--- config.mk ---
export PLATFORM = sky130hd
export DESIGN_NAME = chu_rotary_enc_core_flat
export DESIGN_NICKNAME = d
export VERILOG_FILES = /design/src/rtl/chu_rotary_enc_core_if.sv /design/src/rtl/chu_rotary_enc_core.sv /design/src/flat_wrapper.sv
export SDC_FILE = /design/constraint.sdc
export NUM_CORES = 1
export LEC_CHECK = 0
export CORE_ASPECT_RATIO = 1.25
export CORE_UTILIZATION = 47
export CTS_CLUSTER_DIAMETER = 50
export DETAILED_ROUTE_END_ITERATION = 7
export PLACE_DENSITY = 0.76
export REMOVE_ABC_BUFFERS = 1
export SYNTH_ARGS = -nofsm -noshare
export SYNTH_HDL_FRONTEND = slang
export SYNTH_SLANG_ARGS = --single-unit
export TNS_END_PERCENT = 100
--- constraint.sdc ---
create_clock -name clk -period 7.5 [get_ports clk]
set_input_delay 1.125 -clock clk [delete_from_list [all_inputs] [get_ports clk]]
set_output_delay 1.125 -clock clk [all_outputs]
set_load 0.005 [all_outputs]
--- src/rtl/chu_rotary_enc_core_if.sv ---
// FPro MMIO slot bus between the bridge (master) and a slot core (slave).
// rd_data is combinational from addr on the slave side.
interface chu_rotary_enc_core_if;
    logic        cs;
    logic        read;
    logic        write;
    logic [4:0]  addr;
    logic [31:0] wr_data;
    logic [31:0] rd_data;

    modport master (output cs, read, write, addr, wr_data, input rd_data);
    modport slave  (input cs, read, write, addr, wr_data, output rd_data);
endinterface

--- src/rtl/chu_rotary_enc_core.sv ---
// Pmod ENC slot core: synchronise/debounce A, B, BTN, SWT, decode quadrature
// into a signed detent counter, and expose count/status/control over the slot bus.
module chu_rotary_enc_core #(
    parameter int DB_CYCLES = 50_000,
    parameter int CNT_W     = 16
) (
    input  logic                   clk,
    input  logic                   reset,
    chu_rotary_enc_core_if.slave   bus,
    input  logic                   enc_a,
    input  logic                   enc_b,
    input  logic                   enc_btn,
    input  logic                   enc_swt
);
    localparam int NPIN = 4;
    localparam int DBW  = (DB_CYCLES > 1) ? $clog2(DB_CYCLES) : 1;
    localparam logic [DBW-1:0] DB_LAST = DBW'(DB_CYCLES - 1);
    // Pin order {swt, btn, b, a}; encoder rests at AB=11.
    localparam logic [NPIN-1:0] PIN_RST = 4'b0011;
    localparam logic [CNT_W-1:0] CNT_MAX = {1'b0, {(CNT_W-1){1'b1}}};
    localparam logic [CNT_W-1:0] CNT_MIN = {1'b1, {(CNT_W-1){1'b0}}};

    logic [NPIN-1:0] pin_raw;
    logic [NPIN-1:0] filt;
    logic [NPIN-1:0] flip;

    assign pin_raw = {enc_swt, enc_btn, enc_b, enc_a};

    for (genvar i = 0; i < NPIN; i++) begin : g_pin
        logic           sync1_q, sync1_d, sync2_q, sync2_d, filt_q, filt_d, flip_c;
        logic [DBW-1:0] cnt_q, cnt_d;

        always_comb begin
            sync1_d = pin_raw[i];
            sync2_d = sync1_q;
            filt_d  = filt_q;
            cnt_d   = cnt_q;
            flip_c  = 1'b0;
            if (sync2_q == filt_q) begin
                cnt_d = '0;
            end else if (cnt_q == DB_LAST) begin
                filt_d = ~filt_q;
                cnt_d  = '0;
                flip_c = 1'b1;
            end else begin
                cnt_d = cnt_q + DBW'(1);
            end
        end

        always_ff @(posedge clk or posedge reset) begin
            if (reset) begin
                sync1_q <= PIN_RST[i];
                sync2_q <= PIN_RST[i];
                filt_q  <= PIN_RST[i];
                cnt_q   <= '0;
            end else begin
                sync1_q <= sync1_d;
                sync2_q <= sync2_d;
                filt_q  <= filt_d;
                cnt_q   <= cnt_d;
            end
        end

        assign filt[i] = filt_q;
        assign flip[i] = flip_c;
    end

    // Quadrature decode: only a complete detent ending back at rest counts.
    typedef enum logic [2:0] {
        S_REST, S_CW1, S_CW2, S_CW3, S_CCW1, S_CCW2, S_CCW3
    } state_t;

    state_t     state_q, state_d;
    logic [1:0] ab;
    logic       step_up, step_dn;

    assign ab = {filt[0], filt[1]};

    always_comb begin
        state_d = state_q;
        step_up = 1'b0;
        step_dn = 1'b0;
        case (state_q)
            S_REST: begin
                if (ab == 2'b01)      state_d = S_CW1;
                else if (ab == 2'b10) state_d = S_CCW1;
            end
            S_CW1: begin
                if (ab == 2'b00)      state_d = S_CW2;
                else if (ab == 2'b11) state_d = S_REST;
            end
            S_CW2: begin
                if (ab == 2'b10)      state_d = S_CW3;
                else if (ab == 2'b01) state_d = S_CW1;
            end
            S_CW3: begin
                if (ab == 2'b11) begin
                    state_d = S_REST;
                    step_up = 1'b1;
                end else if (ab == 2'b00) begin
                    state_d = S_CW2;
                end
            end
            S_CCW1: begin
                if (ab == 2'b00)      state_d = S_CCW2;
                else if (ab == 2'b11) state_d = S_REST;
            end
            S_CCW2: begin
                if (ab == 2'b01)      state_d = S_CCW3;
                else if (ab == 2'b10) state_d = S_CCW1;
            end
            S_CCW3: begin
                if (ab == 2'b11) begin
                    state_d = S_REST;
                    step_dn = 1'b1;
                end else if (ab == 2'b00) begin
                    state_d = S_CCW2;
                end
            end
            default: state_d = S_REST;
        endcase
    end

    always_ff @(posedge clk or posedge reset) begin
        if (reset) state_q <= S_REST;
        else       state_q <= state_d;
    end

    // Counter, flags and control register.
    logic [CNT_W-1:0] count_q, count_d;
    logic             ovf_q, ovf_d, btn_flag_q, btn_flag_d, dir_q, dir_d, sat_q, sat_d;
    logic             ovf_set, btn_rise;
    logic             wr_ok, wr_ctl, wr_cfg;

    assign wr_ok    = bus.cs & bus.write & (bus.addr[4:2] == 3'b000);
    assign wr_ctl   = wr_ok & (bus.addr[1:0] == 2'd2);
    assign wr_cfg   = wr_ok & (bus.addr[1:0] == 2'd3);
    assign btn_rise = flip[2] & ~filt[2];

    always_comb begin
        count_d = count_q;
        dir_d   = dir_q;
        sat_d   = sat_q;
        ovf_set = 1'b0;
        if (step_up) begin
            dir_d = 1'b1;
            if (count_q == CNT_MAX) begin
                ovf_set = 1'b1;
                count_d = sat_q ? count_q : CNT_MIN;
            end else begin
                count_d = count_q + CNT_W'(1);
            end
        end else if (step_dn) begin
            dir_d = 1'b0;
            if (count_q == CNT_MIN) begin
                ovf_set = 1'b1;
                count_d = sat_q ? count_q : CNT_MAX;
            end else begin
                count_d = count_q - CNT_W'(1);
            end
        end
        // Clear beats a same-cycle step; flag sets beat same-cycle clears.
        if (wr_ctl && bus.wr_data[0]) count_d = '0;
        ovf_d      = (ovf_q      & ~(wr_ctl & bus.wr_data[2])) | ovf_set;
        btn_flag_d = (btn_flag_q & ~(wr_ctl & bus.wr_data[1])) | btn_rise;
        if (wr_cfg) sat_d = bus.wr_data[0];
    end

    always_ff @(posedge clk or posedge reset) begin
        if (reset) begin
            count_q    <= '0;
            ovf_q      <= 1'b0;
            btn_flag_q <= 1'b0;
            dir_q      <= 1'b0;
            sat_q      <= 1'b0;
        end else begin
            count_q    <= count_d;
            ovf_q      <= ovf_d;
            btn_flag_q <= btn_flag_d;
            dir_q      <= dir_d;
            sat_q      <= sat_d;
        end
    end

    always_comb begin
        bus.rd_data = 32'h0;
        if (bus.addr[4:2] == 3'b000) begin
            case (bus.addr[1:0])
                2'd0:    bus.rd_data = {{(32-CNT_W){count_q[CNT_W-1]}}, count_q};
                2'd1:    bus.rd_data = {26'b0, ovf_q, btn_flag_q, dir_q, filt[3], filt[2], 1'b0};
                2'd3:    bus.rd_data = {31'b0, sat_q};
                default: bus.rd_data = 32'h0;
            endcase
        end
    end

    logic unused_sig;
    assign unused_sig = ^{bus.read, bus.wr_data[31:3]};
endmodule
--- src/flat_wrapper.sv ---
// flat-port wrapper written by rule: the top's interface ports become plain ports
module chu_rotary_enc_core_flat 
#(
    parameter int DB_CYCLES = 50_000,
    parameter int CNT_W     = 16
)
  (clk, reset, enc_a, enc_b, enc_btn, enc_swt, bus_cs, bus_read, bus_write, bus_addr, bus_wr_data, bus_rd_data);
  chu_rotary_enc_core_if bus_i ();
  input  logic clk;
  input  logic reset;
  input  logic enc_a;
  input  logic enc_b;
  input  logic enc_btn;
  input  logic enc_swt;
  input wire logic [$bits(bus_i.cs)-1:0] bus_cs;
  input wire logic [$bits(bus_i.read)-1:0] bus_read;
  input wire logic [$bits(bus_i.write)-1:0] bus_write;
  input wire logic [$bits(bus_i.addr)-1:0] bus_addr;
  input wire logic [$bits(bus_i.wr_data)-1:0] bus_wr_data;
  output wire logic [$bits(bus_i.rd_data)-1:0] bus_rd_data;
  assign bus_i.cs = bus_cs;
  assign bus_i.read = bus_read;
  assign bus_i.write = bus_write;
  assign bus_i.addr = bus_addr;
  assign bus_i.wr_data = bus_wr_data;
  assign bus_rd_data = bus_i.rd_data;
  chu_rotary_enc_core #(.DB_CYCLES(DB_CYCLES), .CNT_W(CNT_W)) u_core (.clk(clk), .reset(reset), .bus(bus_i), .enc_a(enc_a), .enc_b(enc_b), .enc_btn(enc_btn), .enc_swt(enc_swt));
endmodule
# == Yosys cells after proc, flatten, opt, wreduce, memory -nomap -nowiden ==
# Index checks and enable logic that the tools add are counted.
# Widths: inputs -> output; s select.
# totals
out_inout_bits,32
in_bits,46
wordCells,130
regBits,99
# op_classes
n_reduce_logical,13
n_addsub,6
n_eq_ne,27
n_mux,41
bitwise,21
# op_table
operator,count
$mux 16,15
$pmux 32 s3,1
$add 16x1->16 const B,5
$eq 16x16->1 const B,5
$mux 3,12
$mux 32,1
$pmux 3 s7,1
$eq 16x15->1 const B,1
$sub 16x1->16 const B,1
$mux 1,11
$not 1->1,10
$and 1x1->1,9
$eq 3x3->1 const B,3
$ne 3x1->1 const B,3
$eq 2x2->1 const B,4
$reduce_and 2->1,4
$eq 3x2->1 const B,2
$logic_not 3->1,2
$reduce_and 3->1,2
$eq 1x1->1,4
$eq 2x1->1 const B,2
$logic_not 2->1,2
$ne 4x3->1 const B,1
$ne 4x4->1 const B,1
other kinds (5),6

# == Longest topological paths before layout ==
# Gate-level depths: netlist (run 1).
# logic_depth
ltp_word,7
depth_mapped,10
mapped_depth_nobuf,8

# == Worst setup path after synthesis (run 1) ==
# No wires, ideal clock.
# synth_timing
path_kind,input-to-output
start,input bus_addr[3]
end,output bus_rd_data[16]
arrival_time_ns,2.700
required_ns,6.375
path_stages,5
n_path_buf,1
slack_ns,3.675
path_cell_list,or3_2 or2_2 nor2_1 and2_1 buf_4
# synth_via
elab_chain_len,2
# synth_lines
item,line,rtl
start: declaration,flat_wrapper.sv:18,input wire logic [$bits(bus_i.addr)-1:0] bus_addr;
$logic_not 3->1,chu_rotary_enc_core.sv:187,if (bus.addr[4:2] == 3'b000) begin
$mux 32,chu_rotary_enc_core.sv:187,
end: declaration,flat_wrapper.sv:20,output wire logic [$bits(bus_i.rd_data)-1:0] bus_rd_data;
# Every way passes these cells.

# == Worst setup path after layout (run 1) ==
# layout_timing
start,input bus_addr[3]
end,output bus_rd_data[18]
# Same word-level chain as after synthesis.

==> results of run 1 <==
## metrics by stage
stage / utilization (%) / power, uW / hold WS [ns] / cells / worst slack [ns]
after floorplan: - / 622 / 0.331 / 609 / 3.52
after global placement: 51.3 / 647 / 0.346 / 821 / 2.68
after detailed placement: 51.3 / 651 / 0.347 / 821 / 2.60
after CTS: 53.7 / 1110 / 0.357 / 837 / 2.59
after global routing: 53.7 / 1140 / 0.360 / 837 / 2.40
final: 53.7 / 1100 / 0.355 / 837 / 2.64
## critical path: stages
cell	delay, ns
clkdlybuf4s50_1	0.39
or3_2	0.53
or2_2	0.42
nor2_1	0.22
and2_1	0.46
clkdlybuf4s50_1	0.59
## state kept, by name (all words and copies together), names as in the netlist
signal	count
u_core.btn_flag_q	1
u_core.count_q	16
u_core.dir_q	1
u_core.g_pin.cnt_q	64
u_core.g_pin.filt_q	4
u_core.g_pin.sync1_q	4
u_core.g_pin.sync2_q	4
u_core.ovf_q	1
u_core.sat_q	1
u_core.state_q	3
## Yosys cell counts, types with 8 or more instances
cell type / count
clkbuf_1: 14
xor2_1: 38
o21ai_0: 19
inv_1: 20
buf_4: 18
and3_1: 16
xnor2_1: 28
nor3_1: 29
nand3_1: 40
nor2_1: 107
buf_6: 8
nand4_1: 15
a21oi_1: 18
nand2_1: 60
ha_1: 11
dfrtp_1: 93
## cells by family after synthesis
kind of cell / synth area share [%]
buf+inv: 6.47
mux: 1.83
flops: 42.7
compound gates: 10.3
xor+xnor: 9.93
simple gates: 26.4
fa+ha+maj: 2.36
## power by group through the flow
stage / clock (uW) / combinational [uW] / sequential (uW)
global route: 491 / 82.3 / 571
global placement: 0 / 70.1 / 577
detailed placement: 0 / 72.8 / 578
floorplan: 0 / 48.7 / 573
CTS: 472 / 73.4 / 568
finish: 460 / 72.5 / 569
## area by class of cell
| cell class | count | area [um^2] | area share, % |
|---|---|---|---|
| Clock buffer | 10 | 229 | 3.52 |
| Clock inverter | 6 | 65.1 | 1.00 |
| Inverter | 20 | 77.6 | 1.19 |
| Multi-Input combinational cell | 490 | 2960 | 45.5 |
| Sequential cell | 99 | 2480 | 38.2 |
| Tap cell | 164 | 205 | 3.16 |
| Timing Repair Buffer | 48 | 478 | 7.35 |
## worst min path at each step
stage,start,to,depth (start not counted)
finish,u_core.g_pin[0].sync1_q,u_core.g_pin[0].sync2_q,0
global route,u_core.g_pin[1].sync1_q,u_core.g_pin[1].sync2_q,0
CTS,u_core.g_pin[0].sync1_q,u_core.g_pin[0].sync2_q,0
detailed placement,u_core.g_pin[0].sync1_q,u_core.g_pin[0].sync2_q,0
global placement,u_core.g_pin[0].sync1_q,u_core.g_pin[0].sync2_q,0
floorplan,u_core.g_pin[2].sync1_q,u_core.g_pin[2].sync2_q,0
## per-layer routing
layer  share of wire (%)  up-vias  wire length, um  global-route usage (%)
li1                    -     2293                -                       -
met1                  43     2297             5260                    25.6
met2                  49      132             5960                    34.0
met3                 4.9       23              587                    3.75
met4                 2.4        0              286                    9.29
met5                   0        -                0                       0
==> results.cfg, run 1 <==
[flow_run]
drv_cap = 0

[detailed_routing]
drtIter0Drc = 284
dr.pass1.iters = 5
drt_wl_total_um = 12100
wire_per_inst_um = 14.4
drc = 0
via_per_inst = 5.67
ant_nets = 0
num_vias = 4745

[power_and_ir_drop]
p_int_uw = 838
power_density_nw_per_um2 = 169
switchingPower_uw = 264
pwr-share-clk_pct = 41.7
netSwitchingFraction_pct = 23.9
comb_power_share_pct = 6.6
seq_power_share_pct = 51.7
p_leak_uw = 0.00270
ir_drop_uv = 122

[cells_and_area]
layout_common_cells = nor2_1 (107), dfrtp_1 (93), nand2_1 (60)
drive_gt1_share_pct = 7.58
fill_cells = 1083
final_area_um2 = 6500
nets = 725
antenna_cells = 0
area.growth.synth_to_final_pct = 11.7
mostFrequentLayoutCell = nor2_1

[global_route]
grt_pass1_vias = 4604
grt_usage_pct = 20.5
overflow = 0
grt_start_max_net_pins = 66
grt_pass1_wl_um = 21000
antenna_found_initial = 0

[status]
status = finished, final reports clean

[logic_synthesis]
synth_seq_cells = 99
synthFlopType = dfrtp_1
synth_area_um2 = 5820
synth_top_area_cell = dfrtp_1
synthCells = 652
synth_edf_count = 0
synth_top_area_share_pct = 40.0
yosysSeqAreaShare_pct = 42.7
ys_types = 66
async_reset_ff_share_pct = 100
synth_area_leaders = dfrtp_1 (40%), nor2_1 (6.9%), xor2_1 (5.7%)
yosysWarningCount = 0
syn_avg_cell_area_um2 = 8.93

[floorplan]
die_h_um = 126
core_area_um2 = 12100
die_area_um2 = 12800
ios = 78
die_x_um = 102
rows = 45
start_util_pct = 48.1

[setup_path]
critPathLaunchType = primary input
crit_fanout = 17
cp-startpoint = bus_addr[3]
endpoint = bus_rd_data[18]
criticalPathCategory = primary input to primary output
rr_worst_depth = 6
r2r-start = u_core.g_pin[1].filt_q
r2r_end = u_core.count_q[3]
endpoint_kind = primary output
required_ns = 6.38
rrSetupSlack_ns = 4.15
worstPathArrival_ns = 3.74

[sta]
hold_viol_final = 0
relSlewSlack_pct = 29.4
finalSetupViolations = 0
fmax_mhz = 206
fin_tns_setup_ns = 0
finClkSkew_ns = 0.00833
grt_setup_unrepaired = no
maxSlewViolCount = 0
fin_crit_sh_pct = 64.8
tightest_slew_ns = 1.05
final.min_clock_period_ns = 4.86

[placement]
dpl_cell_area_um2 = 6200
port_buffers = 47
dpl.hpwl_um = 8620
gp_congestion = 0.968

[cts]
numCtsBuffers = 9
postCtsSetupBuffers = 0
root_buffer = clkbuf_16
cts_sinks = 99
hold_buffers = 0
worstSkewPairLatency_ns = 0.35
clockBufferDepth = 2
cts_max_level = 3
cts_tree = done
postCtsResizedCells = 0
clk_pin_slew_worst_paths_ns = 0.06

[hold_path]
hold_class = flip-flop to flip-flop
(Power assumes the default switching activity.)
==> run 2, diff against run 1 <==
==> constraint.sdc (replaced) <==
create_clock -name clk -period 4.5 [get_ports clk]
set_input_delay 0.675 -clock clk [delete_from_list [all_inputs] [get_ports clk]]
set_output_delay 0.675 -clock clk [all_outputs]
set_load 0.005 [all_outputs]
==> run 2 against run 1 <==
  * Flip-flop and latch count did not move
  * Core utilization is 0.32 points higher
  * Clock power rose by 73%
  * Die area unchanged
  * Final cell count up 0.36%
  * Global-route usage barely moved
  * First-iteration DRC count is 5.3% lower
  * Non-clock buffer count rose by 3
  * Register-to-register slack worse by 3.0 ns
  * Critical path type unchanged
  * Largest power group unchanged
==> results.cfg, run 2 (synthesis results as in run 1) <==
[status]
status = finished, final reports clean

[cts]
cts_tree = done
cts_sinks = 99
numCtsBuffers = 9
postCtsSetupBuffers = 0
clockBufferDepth = 2
root_buffer = clkbuf_16
postCtsResizedCells = 0
cts_max_level = 3
clk_pin_slew_worst_paths_ns = 0.07
hold_buffers = 0
worstSkewPairLatency_ns = 0.35

[sta]
grt_setup_unrepaired = no
hold_viol_final = 0
relSlewSlack_pct = 33.8
fmax_mhz = 252
finalSetupViolations = 0
timing.final.ws_setup_ns = 0.533
maxSlewViolCount = 0
final.min_clock_period_ns = 3.97
tightest_slew_ns = 0.984
fin_tns_setup_ns = 0
finClkSkew_ns = 0.0102
fin_crit_sh_pct = 88.2

[power_and_ir_drop]
comb_power_share_pct = 6.5
power_density_nw_per_um2 = 285
ir_drop_uv = 163
p_leak_uw = 0.00272
switchingPower_uw = 459
p_int_uw = 1410
pwr-share-clk_pct = 42.6
netSwitchingFraction_pct = 24.6
seq_power_share_pct = 50.8

[floorplan]
die_x_um = 102
die_h_um = 126
start_util_pct = 48.1
core_area_um2 = 12100
rows = 45
die_area_um2 = 12800
ios = 78

[global_route]
grt_usage_pct = 20.5
antenna_found_initial = 0
grt_pass1_vias = 4685
overflow = 0
grt_start_max_net_pins = 43
grt_pass1_wl_um = 21200

[detailed_routing]
via_per_inst = 5.70
ant_nets = 0
drt_wl_total_um = 12400
drc = 0
num_vias = 4786
drtIter0Drc = 269
wire_per_inst_um = 14.8
dr.pass1.iters = 5

[placement]
gp_congestion = 0.959
post-place-ws_ns = 0.510
port_buffers = 47
dp.cells = 824
dpl.hpwl_um = 8950

[cells_and_area]
layout_common_cells = nor2_1 (107), dfrtp_1 (93), nand2_1 (60)
drive_gt1_share_pct = 8.14
antenna_cells = 0
nets = 728
area.growth.synth_to_final_pct = 12.3
final_cells = 840
largest_reg_flops = 64
regMostFlops = u_core.g_pin.cnt_q
reg.largest.list = u_core.g_pin.cnt_q: 64 flops, u_core.count_q: 16 flops
mostFrequentLayoutCell = nor2_1

[setup_path]
r2r_end = u_core.count_q[4]
critPathLaunchType = primary input
required_ns = 3.83
crit_fanout = 17
rrSetupSlack_ns = 1.19
endpoint_kind = primary output
worstPathArrival_ns = 3.29
cp-startpoint = bus_addr[3]
rr_worst_depth = 7
criticalPathCategory = primary input to primary output
endpoint = bus_rd_data[24]
r2r-start = u_core.g_pin[1].filt_q

[flow_run]
drv_cap = 0

[hold_path]
hold_class = flip-flop to flip-flop
holdPathStages = 0
[run 2: worst min-delay path by stage]
stage | startpoint | end | slack [ns]
3_3_place_gp | u_core.g_pin[3].sync1_q | u_core.g_pin[3].sync2_q | 0.34
3_5_place_dp | u_core.g_pin[3].sync1_q | u_core.g_pin[3].sync2_q | 0.34
6_report | u_core.g_pin[3].sync1_q | u_core.g_pin[3].sync2_q | 0.35
2_1_floorplan | u_core.g_pin[2].sync1_q | u_core.g_pin[2].sync2_q | 0.33
4_1_cts | u_core.g_pin[3].sync1_q | u_core.g_pin[3].sync2_q | 0.36
5_1_grt | u_core.g_pin[0].sync1_q | u_core.g_pin[0].sync2_q | 0.36
[run 2: layer usage]
metal  vias up  track usage [%]  wire (um)
met5         -                0          0
met4         0             8.01        210
met3        19             3.80        682
met2       145             35.1       6300
met1      2334             25.3       5250
li1       2288                -          -
[run 2: per-stage QoR]
step | instance area (um^2) | total power (uW) | util (%) | hold slack (ns)
after global placement | 6230 | 1080 | 51.4 | 0.339
after floorplan | 5520 | 1040 | - | 0.331
after global routing | 6540 | 1950 | 54.0 | 0.364
after detailed placement | 6230 | 1090 | 51.4 | 0.339
after CTS | 6540 | 1880 | 54.0 | 0.356
final | 6540 | 1870 | 54.0 | 0.352
[run 2: layout make-up]
class / count / area [um^2]
clock buffers: 9 / 225
clock inverters: 7 / 85.1
fillers: 1112 / 5570
inverters: 20 / 77.6
multi-input cells: 490 / 2960
flip-flops and latches: 99 / 2480
well taps: 164 / 205
repair buffers: 51 / 500
[run 2: critical path, cell delays in order]
cell             delay (ns)
clkdlybuf4s50_1        0.39
or3_2                  0.54
or2_2                  0.41
nor2_1                 0.22
and2_1                 0.45
clkdlybuf4s50_1        0.60
[run 2: power groups by stage]
stage               clock network (uW)  registers (uW)  logic [uW]
detailed placement                   0             964         123
global route                       855             952         140
finish                             795             948         122
floorplan                            0             955        81.1
CTS                                813             947         124
global placement                     0             962         118
